<file path="config.mk">
export PLATFORM = sky130hd
export DESIGN_NAME = operand_fetch
export DESIGN_NICKNAME = d
export VERILOG_FILES = /design/src/rtl/operand_fetch.sv
export SDC_FILE = /design/constraint.sdc
export NUM_CORES = 1
export LEC_CHECK = 0
export ABC_AREA = 0
export BUFFER_PORTS_ARGS = -buffer_cell sky130_fd_sc_hd__buf_2
export CAP_MARGIN = 25
export CORE_MARGIN = 2
export CORE_UTILIZATION = 45
export CTS_CLUSTER_SIZE = 30
export DETAILED_ROUTE_END_ITERATION = 8
export PLACE_DENSITY = 0.78
export SETUP_SLACK_MARGIN = 0.5
export SYNTH_ARGS = -nofsm -noshare
export SYNTH_HDL_FRONTEND = slang
export SYNTH_SLANG_ARGS = --single-unit
</file>
<file path="constraint.sdc">
create_clock -name clk -period 3.37 [get_ports clk]
set_input_delay 0.5055 -clock clk [delete_from_list [all_inputs] [get_ports clk]]
set_output_delay 0.5055 -clock clk [all_outputs]
set_load 0.01 [all_outputs]
</file>
<file path="src/rtl/operand_fetch.sv">
// rtl/operand_fetch.sv - register-read stage: drives read addresses, patches stale operands, two-deep valid/ready buffering
//
// Ports:
//   clk, rst_n                pipeline clock, asynchronous active-low reset
//   flush                     synchronous kill of both held instructions
//   in_valid/in_ready         decode handshake; in_pc/op/ra/rb/rd/imm are the offered fields
//   raddr0/raddr1             register file read addresses
//   rdata0/rdata1             register file read data, one cycle after the address
//   wen*/waddr*/wdata*        writeback ports 0 and 1 (port 1 wins on a common address)
//   out_valid/out_ready       execute handshake
//   out_pc/op/rd/imm          carried fields; out_a/out_b final operands
module operand_fetch #(
    parameter int OPW = 5
) (
    input  logic           clk,
    input  logic           rst_n,
    input  logic           flush,
    input  logic           in_valid,
    output logic           in_ready,
    input  logic [31:0]    in_pc,
    input  logic [OPW-1:0] in_op,
    input  logic [4:0]     in_ra,
    input  logic [4:0]     in_rb,
    input  logic [4:0]     in_rd,
    input  logic [31:0]    in_imm,
    output logic [4:0]     raddr0,
    output logic [4:0]     raddr1,
    input  logic [31:0]    rdata0,
    input  logic [31:0]    rdata1,
    input  logic           wen0,
    input  logic [4:0]     waddr0,
    input  logic [31:0]    wdata0,
    input  logic           wen1,
    input  logic [4:0]     waddr1,
    input  logic [31:0]    wdata1,
    output logic           out_valid,
    input  logic           out_ready,
    output logic [31:0]    out_pc,
    output logic [OPW-1:0] out_op,
    output logic [4:0]     out_rd,
    output logic [31:0]    out_imm,
    output logic [31:0]    out_a,
    output logic [31:0]    out_b
);

    logic           s1_valid;
    logic [31:0]    s1_pc;
    logic [OPW-1:0] s1_op;
    logic [4:0]     s1_ra;
    logic [4:0]     s1_rb;
    logic [4:0]     s1_rd;
    logic [31:0]    s1_imm;

    logic [4:0]     out_ra;
    logic [4:0]     out_rb;

    logic           snap_wen0;
    logic [4:0]     snap_waddr0;
    logic [31:0]    snap_wdata0;
    logic           snap_wen1;
    logic [4:0]     snap_waddr1;
    logic [31:0]    snap_wdata1;

    logic           out_free;
    logic           s1_move;
    logic [31:0]    s1_a;
    logic [31:0]    s1_b;
    logic [31:0]    snoop_a;
    logic [31:0]    snoop_b;

    // r0 reads as zero; otherwise the newest matching write wins, port 1 ahead of port 0.
    function automatic logic [31:0] patch(
        input logic [31:0] base,
        input logic [4:0]  r,
        input logic        w1,
        input logic [4:0]  a1,
        input logic [31:0] d1,
        input logic        w0,
        input logic [4:0]  a0,
        input logic [31:0] d0
    );
        if (r == 5'd0)
            return 32'd0;
        else if (w1 && (a1 == r))
            return d1;
        else if (w0 && (a0 == r))
            return d0;
        else
            return base;
    endfunction

    assign out_free = !out_valid || out_ready;
    assign s1_move  = s1_valid && out_free;
    assign in_ready = !s1_valid || s1_move;

    // A stalled S1 keeps re-reading its own registers so rdata stays current.
    assign raddr0 = (s1_valid && !s1_move) ? s1_ra : in_ra;
    assign raddr1 = (s1_valid && !s1_move) ? s1_rb : in_rb;

    // rdata misses the write committed at the edge that captured it; the snapshot fills that gap.
    assign s1_a = patch(rdata0, s1_ra, snap_wen1, snap_waddr1, snap_wdata1,
                        snap_wen0, snap_waddr0, snap_wdata0);
    assign s1_b = patch(rdata1, s1_rb, snap_wen1, snap_waddr1, snap_wdata1,
                        snap_wen0, snap_waddr0, snap_wdata0);

    // Held OUT operands track writes committing while execute is stalled.
    assign snoop_a = patch(out_a, out_ra, wen1, waddr1, wdata1, wen0, waddr0, wdata0);
    assign snoop_b = patch(out_b, out_rb, wen1, waddr1, wdata1, wen0, waddr0, wdata0);

    always_ff @(posedge clk or negedge rst_n) begin
        if (!rst_n) begin
            s1_valid    <= 1'b0;
            s1_pc       <= '0;
            s1_op       <= '0;
            s1_ra       <= '0;
            s1_rb       <= '0;
            s1_rd       <= '0;
            s1_imm      <= '0;
            out_valid   <= 1'b0;
            out_pc      <= '0;
            out_op      <= '0;
            out_rd      <= '0;
            out_imm     <= '0;
            out_a       <= '0;
            out_b       <= '0;
            out_ra      <= '0;
            out_rb      <= '0;
            snap_wen0   <= 1'b0;
            snap_waddr0 <= '0;
            snap_wdata0 <= '0;
            snap_wen1   <= 1'b0;
            snap_waddr1 <= '0;
            snap_wdata1 <= '0;
        end else begin
            snap_wen0   <= wen0;
            snap_waddr0 <= waddr0;
            snap_wdata0 <= wdata0;
            snap_wen1   <= wen1;
            snap_waddr1 <= waddr1;
            snap_wdata1 <= wdata1;

            if (flush) begin
                s1_valid  <= 1'b0;
                out_valid <= 1'b0;
            end else begin
                if (s1_move) begin
                    out_valid <= 1'b1;
                    out_pc    <= s1_pc;
                    out_op    <= s1_op;
                    out_rd    <= s1_rd;
                    out_imm   <= s1_imm;
                    out_ra    <= s1_ra;
                    out_rb    <= s1_rb;
                    out_a     <= s1_a;
                    out_b     <= s1_b;
                end else if (out_ready) begin
                    out_valid <= 1'b0;
                end else if (out_valid) begin
                    out_a <= snoop_a;
                    out_b <= snoop_b;
                end

                if (in_valid && in_ready) begin
                    s1_valid <= 1'b1;
                    s1_pc    <= in_pc;
                    s1_op    <= in_op;
                    s1_ra    <= in_ra;
                    s1_rb    <= in_rb;
                    s1_rd    <= in_rd;
                    s1_imm   <= in_imm;
                end else if (s1_move) begin
                    s1_valid <= 1'b0;
                end
            end
        end
    end

endmodule
</file>
==> impl_metrics.tcl <==
set metrics [dict create \
    run_status "finished clean" \
    numCtsBuffers 35 \
    die_area_um2 34100 \
    final_max_slew_viol_count 0 \
    fin_crit_ns 2.48 \
    start_util 0.454 \
    crit_type "flop to flop" \
    hold_class "input port to async pin" \
    fmax_ghz 0.403 \
    drt-initial-drc-count 976 \
    drc 0 \
    wl_met3_um 5460 \
    start_kind "flop" \
    gp_congestion 0.931 \
    placementRows 66 \
    dr.pass1.iters 5 \
    crit_required_ns 3.75 \
    skew_ns 0.0218 \
    io_pins 379 \
    syn_to_final_growth_pct 24.3 \
    crit_top_cell "a31oi_1" \
    core_um2 32300 \
    drive_gt1_frac 0.429 \
    grt_start_max_net_pins 105 \
    die_w_um 185 \
    crit_slowest_cell "nor4_4" \
    num_vias 12200 \
    drt-met1-wl_um 17300 \
    wire_per_inst_um 23.0 \
    setup_viol 0 \
    clk_pin_slew_ns 0.06 \
    syn_avg_cell_area_um2 12.1 \
    synth_flop_cell "dfrtp_1" \
    htree_num_levels 2 \
    ys_types 37 \
    viasPerCell 6.06 \
    ys_ff_latch 310 \
    routed_wl_um 46300 \
    cp_max_fo 21 \
    synth_warnings 0 \
    cts.sinks 310 \
    cts-hold-fix-buffers 0 \
    relSlewSlack 0.447 \
    cts_setup_buffers 0 \
    cts_tree "built" \
    grt_pass1_wl_um 70200 \
    clock_path_buffers 3 \
    grt_pass1_vias 12500 \
    max_stage_delay_ns 0.52 \
    p_leak_nw 8.06 \
    synth_edf_count 0 \
    ctsResizeCount 0 \
    post-place-ws_ns 0.779 \
    cts-root-buf "clkbuf_16" \
    setup_ws_ns 0.887 \
    timing.final.crit_share 0.737 \
    synth.largest_area_cell "dfrtp_1" \
    ir_drop_v 0.000492 \
    syn-num-nets 1444 \
    crit_arrival_ns 2.86 \
    clk_latency_ns 0.52 \
    power.density_nw_per_um2 685 \
    io_buffer_count 378 \
    top_layer "met5" \
    cap_viol_max_count 0 \
    synth.top_cell.area_share 0.529 \
    yosysSeqAreaShare 0.529 \
    grt_overflow 0 \
    die_h_um 185 \
    grt_usage 0.267 \
    fin_setup_tns_ns 0 \
    rsz0062_at_grt "no" \
    netlist_area_um2 14700 \
    antenna_found_initial 7 \
    synth_cells 1215 \
    worst_pin_slew_ns 0.830 \
    finalHoldViolations 0 \
    whs_ns 0.0618 \
    crit_chain "xor2_1, nor4_4, nand2_1, buf_4, a31oi_1, a31oi_1" \
    nNetsFinal 1773 \
    wl_met2_um 21400 \
    postRouteAntennaNets 0 \
    worst_setup_path_end_kind "flop" \
    post-dp-hpwl_um 30700 \
    synthArstFlopShare 1.00 \
    ys_top_cells_by_area "dfrtp_1, mux2_2, a31oi_1" \
]
-- cell families after synthesis --
group | after synthesis | share of synthesized area
AND/OR/NAND/NOR | 293 | 0.140
flip-flops | 310 | 0.529
buffers and inverters | 128 | 0.0406
multiplexers | 178 | 0.137
AO/OA/AOI/OAI | 266 | 0.130
XOR/XNOR | 40 | 0.0239
-- layer usage --
metal,global-route usage,vias to the layer above
li1,-,5328
met1,0.322,5949
met2,0.429,772
met3,0.0881,156
met4,0.133,8
met5,0,-
-- through the flow --
stage | utilization | cell area (µm²) | cells | total power (W)
3_3_place_gp | 0.527 | 17000 | 1949 | 0.00843
4_1_cts | 0.565 | 18200 | 2012 | 0.0125
3_5_place_dp | 0.527 | 17000 | 1949 | 0.00854
2_1_floorplan | - | 14700 | 1215 | 0.00697
5_1_grt | 0.565 | 18200 | 2013 | 0.0131
6_report | 0.565 | 18200 | 2014 | 0.0125
-- where the power goes --
part	switching, W	total (W)	internal, W
logic	0.00180	0.00327	0.00146
clock network	0.00154	0.00396	0.00242
registers	0.000643	0.00526	0.00462
-- placed cells by master, fill, tap and decap left out, types with 2 or more instances in the layout --
| cell type | netlist | routed |
|---|---|---|
| clkbuf_1 | 67 | 5 |
| buf_12 | 0 | 10 |
| a21boi_1 | 2 | 2 |
| o2111ai_1 | 2 | 2 |
| clkbuf_8 | 0 | 10 |
| xor2_1 | 23 | 23 |
| o311ai_1 | 61 | 61 |
| a21boi_0 | 62 | 62 |
| a21oi_2 | 0 | 2 |
| nor2_1 | 6 | 5 |
| nand2_1 | 4 | 4 |
| a22oi_2 | 0 | 2 |
| o22ai_2 | 0 | 2 |
| nor3_1 | 68 | 68 |
| nor4_4 | 5 | 5 |
| bufinv_16 | 0 | 3 |
| a31oi_1 | 128 | 128 |
| nand3b_1 | 64 | 64 |
| nand4_1 | 2 | 2 |
| clkinv_4 | 0 | 2 |
| and2_1 | 4 | 3 |
| buf_2 | 37 | 377 |
| xnor2_1 | 17 | 17 |
| diode_2 | 0 | 2 |
| mux2_2 | 178 | 178 |
| and4_1 | 64 | 64 |
| and3_1 | 65 | 64 |
| or2_1 | 2 | 2 |
| and2_4 | 3 | 3 |
| dfrtp_1 | 310 | 310 |
| o311ai_0 | 3 | 3 |
| and3b_1 | 2 | 2 |
| inv_1 | 2 | 2 |
| clkinv_2 | 0 | 5 |
| clkbuf_16 | 0 | 36 |
| buf_4 | 3 | 30 |
-- state kept, by name, summed over array words and instances (netlist names), 32 cells and up --
| name | count |
|---|---|
| out_imm | 32 |
| out_a | 32 |
| s1_imm | 32 |
| snap_wdata0 | 32 |
| s1_pc | 32 |
| out_pc | 32 |
| out_b | 32 |
| snap_wdata1 | 32 |
-- synthesized netlist by cell type (all sizes together) (3+ instances only) --
library cell	n
a31oi	128
mux2	178
and3	65
nor4	5
and2	7
nand2	4
nand3b	64
xor2	23
a21oi	3
dfrtp	310
nor2	6
o311ai	64
xnor2	17
and4	64
nor3	69
a21boi	64
clkbuf	71
buf	55
-- layout make-up --
cell class	instances	area, µm²
clock buffers	51	1060
multi-input cells	777	6370
well taps	442	553
diodes	2	5.00
clock inverters	12	158
flip-flops and latches	310	7760
fillers	2679	14000
repair buffers	418	2330
inverters	2	7.51
-- critical path: cells and delay by family (launching register included) --
kind | cells | cell delay, ns
XOR/XNOR | 1 | 0.20
AO/OA/AOI/OAI | 2 | 0.36
buffers and inverters | 1 | 0.38
AND/OR/NAND/NOR | 2 | 0.97
flip-flops | 1 | 0.43
-- worst paths after layout --
path                       startpoint               to  slack (ns)  cells after the start
max                         out_ra[3]        out_a[15]        0.89                      6
min in group clk           wdata1[17]  snap_wdata1[17]        0.13                      1
max in group asynchronous       rst_n        out_a[20]        2.47                      2
min reg2reg                s1_imm[12]      out_imm[12]        0.50                      1
max reg2reg                 out_ra[3]        out_a[15]        0.89                      6
min                             rst_n         out_a[8]        0.06                      1
(Power assumes the default switching activity.)
